[src/rtl/shift_seq_pkg.sv]
// Shared types for the LED shift sequencer: FSM states, shift modes and bounce direction.
package shift_seq_pkg;

  typedef enum logic [1:0] {
    ST_IDLE = 2'd0,
    ST_RUN  = 2'd1,
    ST_DONE = 2'd2
  } state_t;

  typedef enum logic [1:0] {
    MODE_SHL_FILL = 2'b00,
    MODE_ROL      = 2'b01,
    MODE_ROR      = 2'b10,
    MODE_BOUNCE   = 2'b11
  } mode_t;

  typedef enum logic {
    DIR_LEFT  = 1'b0,
    DIR_RIGHT = 1'b1
  } dir_t;

endpackage

[src/rtl/shift_seq_ctrl_prescaler.sv]
// Step-rate prescaler: counts 0..P-1 while enabled and flags the last count, P = max(period,1).
module rate_prescaler #(
  parameter int DIV_W = 24
) (
  input  logic             clk,
  input  logic             rst,
  input  logic             clear,
  input  logic             enable,
  input  logic [DIV_W-1:0] period,
  output logic             tick
);

  logic [DIV_W-1:0] cnt_q;
  logic [DIV_W-1:0] cnt_d;
  logic [DIV_W-1:0] last_cnt;

  // A zero period collapses to a tick every enabled cycle.
  assign last_cnt = (period == '0) ? '0 : period - DIV_W'(1);
  assign tick     = enable && (cnt_q == last_cnt);

  always_comb begin
    cnt_d = cnt_q;
    if (clear) begin
      cnt_d = '0;
    end else if (enable) begin
      cnt_d = tick ? '0 : cnt_q + DIV_W'(1);
    end
  end

  always_ff @(posedge clk or posedge rst) begin
    if (rst) begin
      cnt_q <= '0;
    end else begin
      cnt_q <= cnt_d;
    end
  end

endmodule

[src/rtl/shift_seq_ctrl.sv]
// LED shift sequencer: loads a pattern, then applies a counted or free-running series of
// shift/rotate/bounce steps at the prescaled rate with a start/busy/done handshake.
module shift_seq_ctrl
  import shift_seq_pkg::*;
#(
  parameter int WIDTH = 10,
  parameter int CNT_W = 8,
  parameter int DIV_W = 24
) (
  input  logic             clk,
  input  logic             rst,
  input  logic             start,
  input  logic             stop,
  input  logic [1:0]       mode,
  input  logic [WIDTH-1:0] load_data,
  input  logic [CNT_W-1:0] steps,
  input  logic [DIV_W-1:0] period,
  input  logic             ser_in,
  output logic [WIDTH-1:0] q,
  output logic             busy,
  output logic             done,
  output logic             step_tick,
  output state_t           state_dbg
);

  // Handshake: start is only looked at in IDLE and stop only in RUN; busy covers RUN and
  // DONE, done is a single-cycle pulse in DONE, and start while busy is dropped, not queued.

  state_t           state_q, state_d;
  logic [WIDTH-1:0] q_q, q_d;
  dir_t             dir_q, dir_d;
  logic [CNT_W-1:0] remaining_q, remaining_d;
  mode_t            mode_q;
  logic [CNT_W-1:0] steps_q;
  logic [DIV_W-1:0] period_q;

  logic             latch_en;
  logic             presc_clear;
  logic             presc_en;
  logic             tick;
  logic [WIDTH-1:0] shift_val;
  dir_t             dir_next;

  assign presc_en = (state_q == ST_RUN);

  rate_prescaler #(
    .DIV_W (DIV_W)
  ) u_prescaler (
    .clk    (clk),
    .rst    (rst),
    .clear  (presc_clear),
    .enable (presc_en),
    .period (period_q),
    .tick   (tick)
  );

  // Candidate next pattern for the latched mode; only committed on an applied step.
  always_comb begin
    shift_val = q_q;
    dir_next  = dir_q;
    case (mode_q)
      MODE_SHL_FILL: shift_val = {q_q[WIDTH-2:0], ser_in};
      MODE_ROL:      shift_val = {q_q[WIDTH-2:0], q_q[WIDTH-1]};
      MODE_ROR:      shift_val = {q_q[0], q_q[WIDTH-1:1]};
      default: begin
        if (dir_q == DIR_LEFT && q_q[WIDTH-1]) begin
          dir_next  = DIR_RIGHT;
          shift_val = {1'b0, q_q[WIDTH-1:1]};
        end else if (dir_q == DIR_RIGHT && q_q[0]) begin
          dir_next  = DIR_LEFT;
          shift_val = {q_q[WIDTH-2:0], 1'b0};
        end else if (dir_q == DIR_LEFT) begin
          shift_val = {q_q[WIDTH-2:0], 1'b0};
        end else begin
          shift_val = {1'b0, q_q[WIDTH-1:1]};
        end
      end
    endcase
  end

  always_comb begin
    state_d     = state_q;
    q_d         = q_q;
    dir_d       = dir_q;
    remaining_d = remaining_q;
    latch_en    = 1'b0;
    presc_clear = 1'b0;
    step_tick   = 1'b0;
    case (state_q)
      ST_IDLE: begin
        if (start) begin
          state_d     = ST_RUN;
          q_d         = load_data;
          dir_d       = DIR_LEFT;
          remaining_d = steps;
          presc_clear = 1'b1;
          latch_en    = 1'b1;
        end
      end
      ST_RUN: begin
        // stop wins over a coinciding tick: the run ends without a final shift.
        if (stop) begin
          state_d = ST_DONE;
        end else if (tick) begin
          step_tick = 1'b1;
          q_d       = shift_val;
          dir_d     = dir_next;
          if (steps_q != '0 && remaining_q != '0) begin
            remaining_d = remaining_q - CNT_W'(1);
            if (remaining_q == CNT_W'(1)) begin
              state_d = ST_DONE;
            end
          end
        end
      end
      ST_DONE: state_d = ST_IDLE;
      default: state_d = ST_IDLE;
    endcase
  end

  always_ff @(posedge clk or posedge rst) begin
    if (rst) begin
      state_q     <= ST_IDLE;
      q_q         <= '0;
      dir_q       <= DIR_LEFT;
      remaining_q <= '0;
      mode_q      <= MODE_SHL_FILL;
      steps_q     <= '0;
      period_q    <= '0;
    end else begin
      state_q     <= state_d;
      q_q         <= q_d;
      dir_q       <= dir_d;
      remaining_q <= remaining_d;
      if (latch_en) begin
        mode_q   <= mode_t'(mode);
        steps_q  <= steps;
        period_q <= period;
      end
    end
  end

  assign q         = q_q;
  assign busy      = (state_q != ST_IDLE);
  assign done      = (state_q == ST_DONE);
  assign state_dbg = state_q;

endmodule

[config.mk]
export PLATFORM = sky130hd
export DESIGN_NAME = shift_seq_ctrl
export DESIGN_NICKNAME = d
export VERILOG_FILES = /design/src/rtl/shift_seq_pkg.sv /design/src/rtl/shift_seq_ctrl_prescaler.sv /design/src/rtl/shift_seq_ctrl.sv
export SDC_FILE = /design/constraint.sdc
export NUM_CORES = 1
export LEC_CHECK = 0
export CORE_UTILIZATION = 34
export DETAILED_ROUTE_END_ITERATION = 7
export GPL_TIMING_DRIVEN = 1
export SLEW_MARGIN = 0
export SYNTH_ARGS = -nofsm -noshare
export SYNTH_HDL_FRONTEND = slang
export SYNTH_HIERARCHICAL = 1
export SYNTH_SLANG_ARGS = --single-unit
[constraint.sdc]
create_clock -name clk -period 11.5 [get_ports clk]
set_input_delay 1.15 -clock clk [delete_from_list [all_inputs] [get_ports clk]]
set_output_delay 1.15 -clock clk [all_outputs]
set_load 0.01 [all_outputs]
# [Yosys cells after proc, flatten, opt, wreduce, memory -nomap -nowiden]
# Index checks and enable logic that the tools add are counted.
[classes] addsub=3 n_bitwise=1 mux=35 eq_ne=15 n_reduce_logical=17
[op_table] operator="24-bit 2-to-1 mux" n=4
[op_table] operator="10-bit 2-to-1 mux" n=6
[op_table] operator="8-bit 2-to-1 mux" n=4
[op_table] operator="10-bit one-hot mux with 3 select lines" n=1
[op_table] operator="24-bit by 1-bit adder with 24-bit output (second input constant)" n=1
[op_table] operator="24-bit equality test" n=1
[op_table] operator="24-bit logical NOT" n=1
[op_table] operator="24-bit by 1-bit subtractor with 24-bit output (second input constant)" n=1
[op_table] operator="10-bit one-hot mux with 2 select lines" n=1
[op_table] operator="8-bit one-hot mux with 2 select lines" n=1
[op_table] operator="8-bit nonzero test" n=2
[op_table] operator="3-bit != test (second input constant)" n=4
[op_table] operator="1-bit 2-to-1 mux" n=11
[op_table] operator="2-bit 2-to-1 mux" n=5
[op_table] operator="2-bit != test (second input constant)" n=5
[op_table] operator="8-bit by 1-bit equality test with 1-bit output (second input constant)" n=1
[op_table] operator="4-bit AND reduction" n=2
[op_table] operator="8-bit by 1-bit subtractor with 8-bit output (second input constant)" n=1
[op_table] operator="6-bit AND reduction" n=1
[op_table] operator="2-bit nonzero test" n=3
[op_table] operator="5-bit AND reduction" n=1
[op_table] operator="2-bit by 1-bit equality test with 1-bit output (second input constant)" n=2
[op_table] operator="2-bit equality test (second input constant)" n=2
[op_table] operator="1-bit logical AND" n=4
[op_table] operator="5 further kinds" n=6
[totals] regBits=79 input_bits=49 output_inout_bits=15

# [Depth between registers and ports, before layout]
[depth] word_depth=7 mapped_depth=17 ltp_nobuf=16

# [Modules after synthesis]
# The synthesis kept the hierarchy.
[by_module_without_submodules] mod="rate_prescaler" instances=1 seq_area_each_um2=600.6 cells_each=348 area_per_inst_um2=2721.4
[by_module_without_submodules] mod="shift_seq_ctrl" instances=1 seq_area_each_um2=1376.3 cells_each=304 area_per_inst_um2=2638.8

# [Least setup slack after synthesis]
# OpenSTA, ideal clock, no wires.
[synth_timing] path_kind="register to output" startpoint="register period_q[2]" endpoint="output step_tick" required_time_ns=10.350 slack_ns=6.355 arrival_time_ns=3.995 path_stages_with_launch=16 path_cell_list="dfrtp_1 buf_6 or4_4 buf_6 or4_4 buf_6 o21a_1 or3b_1 a211oi_2 nor2_1 or3_1 nor4_1 nand3b_1 a21oi_1 nand2_2 inv_1"
[synth_between] elab_chain_cells=7 elab_cells_between_ends=8 classes_between="1 x add/sub; 1 x eq/ne; 4 x mux; 2 x reduce/logical"
[synth_rtl] element="from (decl)" line_no="shift_seq_ctrl.sv:35" source="logic [DIV_W-1:0] period_q;"
[synth_rtl] element="from (signal assigned)" line_no="shift_seq_ctrl.sv:138" source="period_q <= period;"
[synth_rtl] element="24-bit by 1-bit subtractor with 24-bit output / 24-bit logical NOT (equally long branches)" line_no="shift_seq_ctrl_prescaler.sv:18" source="assign last_cnt = (period == '0) ? '0 : period - DIV_W'(1);"
[synth_rtl] element="24-bit 2-to-1 mux (*)" line_no="shift_seq_ctrl_prescaler.sv:18"
[synth_rtl] element="24-bit equality test (*)" line_no="shift_seq_ctrl_prescaler.sv:19" source="assign tick = enable && (cnt_q == last_cnt);"
[synth_rtl] element="1-bit logical AND (*)" line_no="shift_seq_ctrl_prescaler.sv:19"
[synth_rtl] element="via tick" line_no="shift_seq_ctrl.sv:40" source="logic tick;"
[synth_rtl] element="1-bit 2-to-1 mux (*)" line_no="shift_seq_ctrl.sv:104" source="end else if (tick) begin"
[synth_rtl] element="1-bit 2-to-1 mux (*)" line_no="shift_seq_ctrl.sv:102" source="if (stop) begin"
[synth_rtl] element="1-bit 2-to-1 mux (*)" line_no="shift_seq_ctrl.sv:89" source="case (state_q)"
[synth_rtl] element="to (decl)" line_no="shift_seq_ctrl.sv:22" source="output logic step_tick,"
# Mark *: on every way through the listed nets, which the timed path passes. The rest lies on a longest branch.

# [Worst setup path after layout]
[layout_timing] startpoint="register period_q[8]" endpoint="output step_tick"
# The elaborated chain is that of the path after synthesis.

==> results by group <==
Timing
  – Worst-Margin Slew: slightly above 1 ns
  – Final worst path period share: 61.50%
  – Fmax: 141.4 MHz
  – Fin crit period: slightly above 7 ns
  – Worst hold slack: ~0.48 ns
  – RSZ-0062 raised after global routing: false
  – TNS Setup: 0 ns
  – Final Slew Violations: 0
  – Worst setup margin: 4.427 ns
  – Slew Limit Headroom: a little under a third
  – Clock skew: 0.01196 ns
  – Final setup violation count: 0
  – Final Hold Fails: 0

Placed design
  – DP Cell Count: 895
  – GPL Wtd Cong: 0.9184
  – Detail Placement HPWL: roughly 13000 µm
  – Post-place setup slack: 4.945 ns
  – PortBufs: 63

Critical path
  – Crit-path leading delay family: simple AND/OR/NAND/NOR gates
  – Worst r2r path cells: 13
  – Worst Path Buf+Inv: 3
  – Worst path arrival time: 5.92 ns
  – Setup CP Type: reg -> out
  – Slowest cell on the critical path: nor3_1
  – Crit end category: output port
  – Critical-path cell list: nor4_1 -> nand4_1 -> nor3_1 -> a21oi_1 -> o32ai_1 -> nand3_1 -> or3_1 -> nor4_1 -> nand3b_1 -> a21oi_1 -> buf_4 -> nand2_2 -> inv_1 -> clkdlybuf4s50_1
  – Levels on crit path: 14
  – CP required: 10.35 ns
  – Critical Path Fanout Max: 15
  – CP Launch Type: flip-flop
  – Largest stage delay, worst path: between 0.9 and 1 ns

Logic synthesis
  – Syn_area_per_cell: 8.221 µm²
  – Cell type with the largest total area after synthesis: dfrtp_1
  – Sequential area share after synthesis: 36.88%
  – Top FF cell, synth: dfrtp_1
  – Syn Nets: 706
  – Yosys warning count: 6
  – Mapped Area: around 0.0054 mm²
  – Cells after synthesis: approximately 650
  – Post-synth top area share: 36.88%
  – Most common cell in the netlist: nand2_1
  – Async S/R FF share, synth: 100.0%
  – Synth top cells by count: nand2_1 (148), dfrtp_1 (79), nor2_1 (41), xnor2_1 (24)
  – Post-synth EDFFs: 0
  – Library cells used by synthesis: 75
  – Synth area leaders: dfrtp_1 (37%), nand2_1 (10%), xnor2_1 (3.9%)
  – Synthesized flop and latch total: 79

Clock tree
  – Sink Count: 79
  – # resized after CTS: 0
  – CTS tree: built
  – Hold-fix buffers, CTS: 0
  – Root Buffer: clkbuf_16
  – Reg clk slew, reported paths: 0.07 ns
  – Setup bufs post-CTS: 0
  – CTS H-Tree Depth: 3
  – CTS Buf Count: 9
  – Max Root-Sink Buffers: 2
  – Worst-skew pair later-pin latency: 0.35 ns

Floorplan
  – Die area: 0.01627 mm²
  – Core Box Area: approximately 0.015 mm²
  – Die width: 127.6 µm
  – # IOs: 64
  – Die Y-Extent: 127.6 µm
  – Starting Density: 35.00%
  – Row cnt: 45

Worst hold path
  – Hold path cells: 2
  – Hold WC Path Type: reg -> reg

Pwr
  – Power share of the combinational group: 41.9%
  – Power Density: 218.1 mW/mm²
  – P_sw: 0.6086 mW
  – Lkg Pwr: 2.604 nW
  – Clock Power Share: 21.6%
  – Maximum vdd drop: slightly below 0.1 mV
  – Internal: 0.7919 mW
  – Reg power frac: 36.5%
  – Sw frac: 43.45%
  – Total power: 1.401 mW

Routing
  – Vias per cell: around 5.6
  – WL per Instance: about 18 µm
  – Vias: 5113
  – Antenna-violating nets left: 0
  – DR DRC count: 0
  – First-pass DRT Iterations: 5
  – Initial DRC count: 332
  – Final WL: 16680 µm

GRT
  – Largest net degree at the start of global routing: 56
  – First-pass GRT wire length: approximately 27000 µm
  – Tot GR Track Use: 21.48%
  – GRT Residual Overflow: 0
  – Vias in the first global route: 4937
  – Antenna violations before repair: 0

Finish
  – Final Non-Filler Cells: 911
  – Layout cells sized above 1: 9.429%
  – Fillers: between 1500 and 2000
  – Register Area: 0.001977 mm²
  – Multi-input logic area: 0.003100 mm²
  – Layout Nets: 749
  – Synthesis-to-finish area growth: 19.82%
  – N_diodes: 0

Run
  – Max-Cap Viols: 0

Outcome
  – Status: finished, final reports clean
-- power by group through the flow --
stage | clock network [mW] | registers (mW) | logic, mW
floorplan | 0 | 0.460 | 0.431
global placement | 0 | 0.507 | 0.577
detailed placement | 0 | 0.513 | 0.577
CTS | 0.311 | 0.509 | 0.580
global route | 0.320 | 0.530 | 0.643
finish | 0.302 | 0.511 | 0.587
-- worst reg2reg max path, cell delays in order (launching register included) --
cell and delay [ns]:
dfrtp_1 0.47, nor4_1 0.83, nand4_1 0.36, nor3_1 0.91, a21oi_1 0.10, o32ai_1 0.59, nand3_1 0.14, or3_1 0.37
nor4_1 0.39, nand3b_1 0.17, a21o_1 0.43, nor3_1 0.23, nand4_1 0.14, a31o_2 0.28
-- cells in the final DEF (no fill, tap or decap), types with 4 or more instances in the layout --
cell type,instances
nor2_1,41
xnor2_1,24
nor3_1,14
nand2b_1,5
o31ai_1,4
nor2_2,20
ha_1,5
a22oi_1,4
a21oi_1,21
dfrtp_1,79
nand4_1,21
inv_1,22
clkdlybuf4s50_1,63
or3_1,12
and3_1,5
a31oi_1,6
nand2_1,148
nand3_1,23
o211ai_1,12
clkbuf_16,9
o21ai_0,16
o221ai_1,5
buf_4,6
mux2i_1,12
xor2_1,15
a211oi_1,6
nor2b_1,5
nor4_1,18
or4_4,4
o22ai_1,5
-- registers in the layout, indices dropped and copies added (netlist names) --
signal / flops
q: 10
steps_q: 8
state_dbg: 2
period_q: 24
mode_q: 2
dir_q: 1
remaining_q: 8
u_prescaler/cnt_q: 24
-- kinds of logic (layout without fill, tap and decap cells) --
logic type	Yosys count	in the layout	synth area share (%)
adders and majority gates	5	5	1.167
DFF	79	79	36.88
and+or+nand+nor	341	341	31.84
AOI/OAI and AO/OA	112	112	15.13
xor gates and xnor gates	41	41	7.260
muxes	13	13	2.451
buffers and inverters	61	109	5.275
-- per-stage QoR --
step / utilization (%) / cell area, µm²
2_1_floorplan: - / 5360
3_3_place_gp: 39.88 / 6107
3_5_place_dp: 39.88 / 6107
4_1_cts: 41.94 / 6422
5_1_grt: 41.94 / 6422
6_report: 41.94 / 6422
-- layout make-up --
| cell class | count | area share (%) |
|---|---|---|
| clock buffer | 10 | 3.721 |
| tap | 211 | 4.111 |
| timing repair buffer | 69 | 10.52 |
| multi-input combinational | 512 | 48.28 |
| inverter | 24 | 1.403 |
| sequential | 79 | 30.78 |
| clock inverter | 6 | 1.188 |
-- path summary, 6_finish.rpt --
path / end / start / slack (ns)
setup / recovery: step_tick / period_q[8]$_DFFE_PP0P_ / 4.43
hold / removal: steps_q[7]$_DFFE_PP0P_ / steps_q[7]$_DFFE_PP0P_ / 0.48
setup reg to reg: remaining_q[7]$_DFFE_PP0P_ / period_q[8]$_DFFE_PP0P_ / 5.99
hold reg to reg: steps_q[7]$_DFFE_PP0P_ / steps_q[7]$_DFFE_PP0P_ / 0.48
max in group asynchronous: u_prescaler/cnt_q[3]$_DFFE_PP0P_ / rst / 9.53
min in group asynchronous: period_q[22]$_DFFE_PP0P_ / rst / 1.34
-- routing by layer --
metal  GRT usage, %  up-vias  share of wire, %
met3          3.266       23               4.6
met2          35.20      156                48
met1          28.99     2543                46
li1               -     2391                 -
met4          7.003        0               2.1
met5              0        -                 0
Note: power is estimated with default switching activity, not from simulation.
